## src/rtl/pipe_stage_skid.sv

```systemverilog
// Pipeline stage register with valid/ready handshake and a 2-entry skid buffer.
// Define PIPE_STAGE_STALL_CNT_EN to add the saturating stall_cnt output.
module pipe_stage_skid #(
  parameter int WIDTH = 32,
  parameter int CNT_W = 16
) (
  input  logic             clk,
  input  logic             reset,
  input  logic             flush,
  input  logic             in_valid,
  output logic             in_ready,
  input  logic [WIDTH-1:0] in_data,
  output logic             out_valid,
  input  logic             out_ready,
  output logic [WIDTH-1:0] out_data
`ifdef PIPE_STAGE_STALL_CNT_EN
  ,
  output logic [CNT_W-1:0] stall_cnt
`endif
);

  // Handshake: a payload moves on any rising edge where valid and ready are both
  // high; valid never waits on ready, and in_ready depends only on registered state.

  // State bit 0 is main_v, bit 1 is skid_v; 2'b10 is illegal and never reached.
  typedef enum logic [1:0] {
    EMPTY = 2'b00,
    ONE   = 2'b01,
    FULL  = 2'b11
  } state_t;

  state_t           state;
  state_t           state_next;
  logic             main_v;
  logic             skid_v;
  logic [WIDTH-1:0] main_d;
  logic [WIDTH-1:0] skid_d;
  logic             in_xfer;
  logic             out_xfer;
  logic             load_main;
  logic             main_from_skid;
  logic             load_skid;

  if (WIDTH < 1 || CNT_W < 1) begin : g_param_check
    $error("pipe_stage_skid: WIDTH and CNT_W must be at least 1");
  end

  assign main_v    = state[0];
  assign skid_v    = state[1];
  assign in_ready  = !skid_v;
  assign out_valid = main_v;
  assign out_data  = main_d;
  assign in_xfer   = in_valid & in_ready;
  assign out_xfer  = out_valid & out_ready;

  always_ff @(posedge clk or posedge reset) begin
    if (reset) begin
      state <= EMPTY;
    end else begin
      state <= state_next;
    end
  end

  always_comb begin
    state_next     = state;
    load_main      = 1'b0;
    main_from_skid = 1'b0;
    load_skid      = 1'b0;
    if (flush) begin
      state_next = EMPTY;
    end else begin
      case (state)
        EMPTY: begin
          if (in_xfer) begin
            state_next = ONE;
            load_main  = 1'b1;
          end
        end
        ONE: begin
          if (in_xfer && out_xfer) begin
            load_main = 1'b1;
          end else if (in_xfer) begin
            state_next = FULL;
            load_skid  = 1'b1;
          end else if (out_xfer) begin
            state_next = EMPTY;
          end
        end
        FULL: begin
          if (out_xfer) begin
            state_next     = ONE;
            load_main      = 1'b1;
            main_from_skid = 1'b1;
          end
        end
        default: state_next = EMPTY;
      endcase
    end
  end

  // Data registers only move on real transfers, so bubbles and flushes hold them.
  always_ff @(posedge clk or posedge reset) begin
    if (reset) begin
      main_d <= '0;
      skid_d <= '0;
    end else begin
      if (load_main) begin
        main_d <= main_from_skid ? skid_d : in_data;
      end
      if (load_skid) begin
        skid_d <= in_data;
      end
    end
  end

`ifdef PIPE_STAGE_STALL_CNT_EN
  // Counts cycles where a payload is offered but refused; flush does not clear it.
  always_ff @(posedge clk or posedge reset) begin
    if (reset) begin
      stall_cnt <= '0;
    end else if (out_valid && !out_ready && (stall_cnt != {CNT_W{1'b1}})) begin
      stall_cnt <= stall_cnt + 1'b1;
    end
  end
`endif

endmodule

```

## config.mk

```make
export PLATFORM = sky130hd
export DESIGN_NAME = pipe_stage_skid
export DESIGN_NICKNAME = d
export VERILOG_FILES = /design/src/rtl/pipe_stage_skid.sv
export SDC_FILE = /design/constraint.sdc
export NUM_CORES = 1
export LEC_CHECK = 0
export ABC_CLOCK_PERIOD_IN_PS = 3720
export CAP_MARGIN = 20
export CORE_ASPECT_RATIO = 1.25
export CORE_MARGIN = 2
export CORE_UTILIZATION = 56
export CTS_BUF_LIST = sky130_fd_sc_hd__clkbuf_8
export CTS_CLUSTER_DIAMETER = 120
export DETAILED_ROUTE_END_ITERATION = 8
export PLACE_DENSITY = 0.95
export SKIP_CTS_REPAIR_TIMING = 1
export SYNTH_ARGS = -nofsm -noshare
export SYNTH_HDL_FRONTEND = slang
export SYNTH_SLANG_ARGS = --single-unit
```

## constraint.sdc

```tcl
create_clock -name clk -period 3.72 [get_ports clk]
set_clock_uncertainty 0.1 [all_clocks]
set_input_delay 0.744 -clock clk [delete_from_list [all_inputs] [get_ports clk]]
set_output_delay 0.744 -clock clk [all_outputs]
set_load 0.05 [all_outputs]
```

After elaboration in Yosys (flattened, before gate mapping)
Index checks and enable logic that the tools add are counted.
{"block": "classes", "n_eq_ne": 6, "mux": 18, "n_bitwise": 2, "n_reduce_logical": 4}
{"op": "2-to-1 mux 32 bit", "n": 1}
{"op": "2-to-1 mux 2 bit", "n": 6}
{"op": "2-to-1 mux 1 bit", "n": 9}
{"op": "inequality test 3 bit, second input constant", "n": 3}
{"op": "one-hot mux 2 bit (3 select lines)", "n": 1}
{"op": "inequality test 4 bit, second input constant", "n": 1}
{"op": "AND reduction 4 bit", "n": 1}
{"op": "one-hot mux 1 bit (3 select lines)", "n": 1}
{"op": "AND 1 bit", "n": 2}
{"op": "== test 2 x 1 -> 1 bit, second input constant", "n": 1}
{"op": "== test 2 bit, second input constant", "n": 1}
{"op": "logical NOT 2 bit", "n": 1}
{"op": "logical AND 1 bit", "n": 1}
{"op": "logical NOT 1 bit", "n": 1}
{"block": "totals", "regBits": 66, "input_bits": 37, "output_inout_bits": 34, "word_cells": 33}

Depth between registers and ports, before layout
Gate-level depths: netlist of the first run.
{"block": "depth", "word_depth": 6, "depth_mapped": 7, "depth_no_buf": 6}

Worst setup path before layout of the first run
No wires, ideal clock.
{"block": "synth_timing", "path_kind": "flip-flop to flip-flop", "from": "register state[0]", "to": "register main_d[0] (netlist: out_data[0])", "setup_ps": 125, "arrival_time_ps": 2021, "required_time_ps": 3495, "slack_ps": 1474, "path_stages_with_launch": 7, "path_buffers": 1, "period_less_slack_ps": 2246, "path_cell_list": "dfrtp_1 > inv_1 > ha_1 > a31o_2 > o21ai_2 > buf_4 > mux2_2"}
{"block": "synth_between", "elab_chain_cells": 5, "elab_cells_between_ends": 12, "classes_between": "2 x eq/ne; 7 x mux; 1 x bitwise; 2 x reduce/logical"}
{"element": "from (decl)", "line_no": "32", "text": "state_t state;"}
{"element": "from (signal assigned)", "line_no": "60", "text": "state <= state_next;"}
{"element": "AND 1 bit", "line_no": "54", "text": "assign out_xfer = out_valid & out_ready;"}
{"element": "logical AND 1 bit / 2-to-1 mux 1 bit (equally long branches)", "line_no": "80, 90"}
{"element": "2-to-1 mux 1 bit, on equally long branches", "line_no": "80, 72"}
{"element": "one-hot mux 1 bit (3 select lines) / 2-to-1 mux 1 bit (equally long branches)", "line_no": "72, 69"}
{"element": "2-to-1 mux 1 bit / 2-to-1 mux 32 bit (equally long branches)", "line_no": "69, 108"}
{"element": "to (signal assigned)", "line_no": "108", "text": "main_d <= main_from_skid ? skid_d : in_data;"}
{"element": "to (decl)", "line_no": "36", "text": "logic [WIDTH-1:0] main_d;"}
Several ways; a longest one is shown, not always the timed one.
A chain may end at the register's enable or synchronous reset.

Worst setup path in the final report of the first run
{"block": "layout_timing", "from": "register state[1]", "to": "output in_ready"}
{"block": "layout_between", "elab_chain_cells": 1}
{"element": "logical NOT 1 bit", "line_no": "50", "text": "assign in_ready = !skid_v;"}
{"element": "to (decl)", "line_no": "11", "text": "output logic in_ready,"}
Every way passes these cells.

==> flow_metrics.env, run 1 <==
export IMPL_coreArea_um2=5405
export IMPL_leakage_nw=1.876
export IMPL_cts_buffer_depth=2
export IMPL_first_pass_iters=4
export IMPL_synthTopCellsByCount="mux2_2, dfrtp_1, mux2_4"
export IMPL_status="finished clean"
export IMPL_nets=318
export IMPL_path_max_fanout=6
export IMPL_synth_cells=201
export IMPL_numCtsBuffers=9
export IMPL_grt_pass1_vias=1993
export IMPL_drv_slew=0
export IMPL_multi_input_comb_area_um2=1390
export IMPL_power_density_nw_per_um2=884.9
export IMPL_cts_root_buf="clkbuf_8"
export IMPL_antenna_found_initial=0
export IMPL_min_path_type="reg -> reg"
export IMPL_vias=1901
export IMPL_setup_viol=0
export IMPL_placed_area_um2=3884
export IMPL_yosysWarnings=0
export IMPL_place_inst=330
export IMPL_endpoint_kind="output pin"
export IMPL_start_kind="register"
export IMPL_routed_via_density=5.494
export IMPL_max_cap_violations=0
export IMPL_ys_top_cells_by_area="dfrtp_1, mux2_2, mux2_4"
export IMPL_synthMostInstantiatedCell="mux2_2"
export IMPL_tightest_slew_ns=0.7966
export IMPL_synth_area_leader_cell="dfrtp_1"
export IMPL_drt_first_iter_violations=97
export IMPL_netlist_area_um2=3125
export IMPL_max_slew_margin=0.4682
export IMPL_grt_max_degree=40
export IMPL_slowest_delay_ns=0.84
export IMPL_numClockSinks=66
export IMPL_crit_path_cell_trace="inv_1 -> clkdlybuf4s50_1"
export IMPL_ir_drop_v=0.0006254
export IMPL_postRouteAntennaNets=0
export IMPL_num_rows=30
export IMPL_yosysSeqAreaShare=0.5284
export IMPL_ys_ff_latch=66
export IMPL_die_y_um=87.53
export IMPL_synth_edf_count=0
export IMPL_drive_above_1_share=0.4291
export IMPL_fin_tns_setup_ns=0
export IMPL_rsz0062_at_grt="false"
export IMPL_async_flop_share=1.000
export IMPL_fin_crit_sh=0.7134
export IMPL_regArea_um2=1652
export IMPL_pin_count=71
export IMPL_syn_to_final_growth_pct=31.26
export IMPL_wl_per_cell_um=17.29
export IMPL_worstSetupPathType="reg -> out"
export IMPL_route_detailed_drc=0
export IMPL_fill_cells=343
export IMPL_die_x_um=70.82
export IMPL_die_area_um2=6199
export IMPL_synth_flop_cell="dfrtp_1"
export IMPL_antennaDiodeCount=0
export IMPL_clk_insertion_delay_late_ns=0.34
export IMPL_slowest_stage="clkdlybuf4s50_1"
export IMPL_fmax_mhz=376.8
export IMPL_rrSetupSlack_ns=1.31
export IMPL_cp_arrival_ns=1.81
export IMPL_cts_tree="built"
export IMPL_dp_hpwl_mm=4.014
export IMPL_start_util=0.5782
export IMPL_grt_total_usage=0.2051
export IMPL_min_period_ns=2.654
export IMPL_wirelength_mm=5.982
export IMPL_htreeDepth=3
export IMPL_synth_area_per_cell_um2=15.55
export IMPL_synth_top_area_share=0.5284
export IMPL_stdcell_area_um2=4103
export IMPL_grt_pass1_wl_mm=9.625
export IMPL_synth_fp_nets=242
export IMPL_instances_no_fill=346
export IMPL_overflow=0
export IMPL_required_ns=2.88
export IMPL_synth_distinct_cells=20
export IMPL_final_hold_violation_count=0
export IMPL_finalWeightedCongestion=0.7818
export IMPL_final_util=0.7590
export IMPL_clk_pin_slew_ns=0.07
export IMPL_port_buffers=70
==> critical path, delay by kind of cell (launching register included) <==
kind | cells | cell delay, ns
buffers and inverters | 2 | 1.03
DFF | 1 | 0.44
==> power breakdown <==
part / switching, mW / internal [mW] / total [mW]
Combinational: 0.969 / 0.718 / 1.69
Sequential: 0.203 / 1.08 / 1.28
Clock: 0.271 / 0.391 / 0.662
Total: 1.44 / 2.19 / 3.63
==> metal layers <==
layer / part of all wire / routed length (um) / vias up / global-route usage
met5: 0 / 0 / - / 0
li1: - / - / 875 / -
met3: 0.053 / 318 / 9 / 0.05093
met4: 0.017 / 102 / 0 / 0.1029
met1: 0.42 / 2494 / 951 / 0.2565
met2: 0.51 / 3067 / 66 / 0.3339
==> layout by cell type (no fill, tap or decap), types with 2 or more instances in the layout <==
cell type | synthesis | final
buf_4 | 3 | 4
bufinv_16 | 0 | 2
clkbuf_8 | 0 | 10
clkdlybuf4s50_1 | 0 | 70
clkinv_2 | 0 | 2
dfrtp_1 | 66 | 66
ha_1 | 4 | 4
inv_1 | 3 | 3
mux2_2 | 67 | 67
mux2_4 | 30 | 30
nand2_1 | 4 | 4
nand3b_1 | 2 | 2
nor2_1 | 4 | 4
o21ai_0 | 2 | 2
o31ai_1 | 2 | 2
==> worst paths after layout <==
kind                       depth (start not counted)       start           end
max                                                2    state[1]      in_ready
min                                                1  skid_d[21]    skid_d[21]
max reg2reg                                        6    state[0]  out_data[29]
min reg2reg                                        1  skid_d[21]    skid_d[21]
max in group asynchronous                          3       reset   out_data[5]
min in group asynchronous                          2       reset    skid_d[22]
==> state kept, by name, indices dropped and copies added, names as in the netlist <==
name and flops:
state 2, skid_d 32, out_data 32
==> kinds of logic (layout without fill, tap and decap cells) <==
logic type / after synthesis / in the layout / synth area share
mux: 97 / 97 / 0.3855
flops: 66 / 66 / 0.5284
simple gates: 13 / 13 / 0.02122
buf+inv: 13 / 94 / 0.03002
compound gates: 8 / 8 / 0.01882
fa+ha+maj: 4 / 4 / 0.01601
==> final cells by class <==
cell class,instances,area share
multi-input cells,122,0.3388
inverters,3,0.002745
repair buffers,75,0.1830
well taps,64,0.01952
flip-flops and latches,66,0.4026
clock buffers,10,0.03355
clock inverters,6,0.01982
==> through the flow <==
| stage | total power [mW] | hold WS, ns | setup slack, ns |
|---|---|---|---|
| 2_1_floorplan | 2.421 | 0.3754 | 1.221 |
| 3_3_place_gp | 2.908 | 0.3834 | 0.8441 |
| 3_5_place_dp | 2.981 | 0.3921 | 0.8037 |
| 4_1_cts | 3.653 | 0.4075 | 1.055 |
| 5_1_grt | 3.795 | 0.4164 | 0.9824 |
| 6_report | 3.630 | 0.4055 | 1.066 |
(Power assumes the default switching activity.)
==> run 2: changes to the inputs <==
ABC_CLOCK_PERIOD_IN_PS = 2200   (was 3720)
CORE_UTILIZATION = 47   (was 56)
PLACE_DENSITY = 0.87   (was 0.95)
clock period = 2.2 ns   (was 3.72 ns; I/O delays follow)
==> run 2 against run 1 <==
- routed wire length is 3.8% lower
- sequential power rose by 68%
- final area increased by 2.7%
- non-clock buffer count is 4 higher
- largest cell class unchanged
- critical path type unchanged
- global-route usage decreased by 3.8 points
- register-to-register slack got worse by 1.2 ns
- largest power group unchanged
- flip-flop and latch count is the same
==> flow_metrics.env, run 2 (same netlist as run 1, synthesis figures left out) <==
export IMPL_drt_first_iter_violations=46
export IMPL_crit_path_cell_trace="clkdlybuf4s50_1"
export IMPL_die_area_um2=7323
export IMPL_port_buffers=70
export IMPL_placed_area_um2=3978
export IMPL_final_common_cell="clkdlybuf4s50_1"
export IMPL_hold_ws_ns=0.3819
export IMPL_overflow=0
export IMPL_tightest_slew_ns=0.5194
export IMPL_routed_via_density=5.080
export IMPL_route_detailed_drc=0
export IMPL_clk_insertion_delay_late_ns=0.34
export IMPL_stdcell_area_um2=4214
export IMPL_numCtsBuffers=9
export IMPL_wl_per_cell_um=15.42
export IMPL_cts_root_buf="clkbuf_8"
export IMPL_grt_total_usage=0.1666
export IMPL_place_inst=357
export IMPL_setup_viol=0
export IMPL_fin_tns_setup_ns=0
export IMPL_antenna_found_initial=0
export IMPL_required_ns=1.66
export IMPL_ir_drop_v=0.0006375
export IMPL_place_ws_ns=-0.08801
export IMPL_power_frac_comb=0.462
export IMPL_status="finished clean"
export IMPL_wirelength_mm=5.753
export IMPL_num_rows=33
export IMPL_cp_arrival_ns=1.54
export IMPL_cts_tree="built"
export IMPL_instances_no_fill=373
export IMPL_die_x_um=76.94
export IMPL_dp_hpwl_mm=4.075
export IMPL_fin_crit_sh=0.9433
export IMPL_final_hold_violation_count=0
export IMPL_syn_to_final_growth_pct=34.83
export IMPL_coreArea_um2=6482
export IMPL_final_cell_mix="clkdlybuf4s50_1, mux2_2, dfrtp_1"
export IMPL_rrSetupSlack_ns=0.15
export IMPL_p_switching_mw=2.393
export IMPL_grt_pass1_wl_mm=9.356
export IMPL_rsz0062_at_grt="false"
export IMPL_finalWeightedCongestion=0.7582
export IMPL_clockPowerShare=0.191
export IMPL_slowest_delay_ns=0.83
export IMPL_path_max_fanout=2
export IMPL_drive_above_1_share=0.4371
export IMPL_max_cap_violations=0
export IMPL_cp_top_family="buffers and inverters"
export IMPL_intPower_mw=3.808
export IMPL_grt_pass1_vias=1898
export IMPL_endpoint_kind="output pin"
export IMPL_worstSetupPathType="reg -> out"
export IMPL_htreeDepth=3
export IMPL_final_util=0.6501
export IMPL_nets=322
export IMPL_vias=1895
export IMPL_min_period_ns=2.075
export IMPL_start_util=0.4821
export IMPL_leakage_nw=1.933
export IMPL_min_path_type="in -> async"
export IMPL_reg2reg_to="out_data[30]"
export IMPL_p_seq_frac=0.347
export IMPL_power_mw=6.201
export IMPL_drv_slew=0
export IMPL_grt_max_degree=67
export IMPL_antennaDiodeCount=0
export IMPL_switching_share=0.3859
export IMPL_fmax_mhz=481.8
export IMPL_power_density_nw_per_um2=1472
export IMPL_r2r_start="state[0]"
export IMPL_slowest_stage="clkdlybuf4s50_1"
export IMPL_max_slew_margin=0.6526
export IMPL_postRouteAntennaNets=0
export IMPL_pin_count=71
export IMPL_cts_buffer_depth=2
export IMPL_critPathBufInv=1
export IMPL_setup_ws_ns=0.1247
export IMPL_numClockSinks=66
export IMPL_clk_pin_slew_ns=0.07
export IMPL_start_kind="register"
export IMPL_r2r_cells=6
export IMPL_die_y_um=95.18
export IMPL_first_pass_iters=4
==> run 2: per-layer routing <==
layer / up-vias / global-route usage / wire length [um]
li1: 873 / - / -
met1: 969 / 0.1966 / 2286
met2: 45 / 0.2887 / 3162
met3: 8 / 0.04356 / 207
met4: 0 / 0.07273 / 97
met5: - / 0 / 0
==> run 2: power by group through the flow <==
stage	Sequential, mW	Combinational (mW)	Clock (mW)
6_report	2.15	2.87	1.18
2_1_floorplan	3.19	0.899	0
4_1_cts	2.15	2.90	1.21
3_5_place_dp	2.17	2.90	0
3_3_place_gp	2.14	2.83	0
5_1_grt	2.23	3.01	1.27
==> run 2: layout make-up <==
class                           count  area, um2
Tap cell                           87      108.9
Clock inverter                      7      110.1
Sequential cell                    66       1652
Fill cell                         496       2268
Multi-Input combinational cell    122       1390
Clock buffer                        9      123.9
Timing Repair Buffer               79      818.3
Inverter                            3      11.26
==> run 2: worst min-delay path: cells and delay by family <==
family | cells | cell delay, ns
buffers and inverters | 3 | 0.78
==> run 2: worst max-delay path by stage <==
stage / cells after the start / start / slack, ns / end
2_1_floorplan: 6 / state[0] / -0.05 / out_data[0]
4_1_cts: 1 / state[0] / 0.007 / out_valid
3_3_place_gp: 6 / out_ready / -0.04 / out_data[11]
6_report: 1 / out_data[7] / 0.12 / out_data[7]
5_1_grt: 6 / state[0] / 0.05 / out_data[30]
3_5_place_dp: 6 / out_ready / -0.09 / out_data[15]
==> run 3: changes to the inputs <==
ABC_AREA = 0   (was unset)
==> results of run 3 <==
Same layout as run 2: the final DEF is identical, and so are final timing and power.
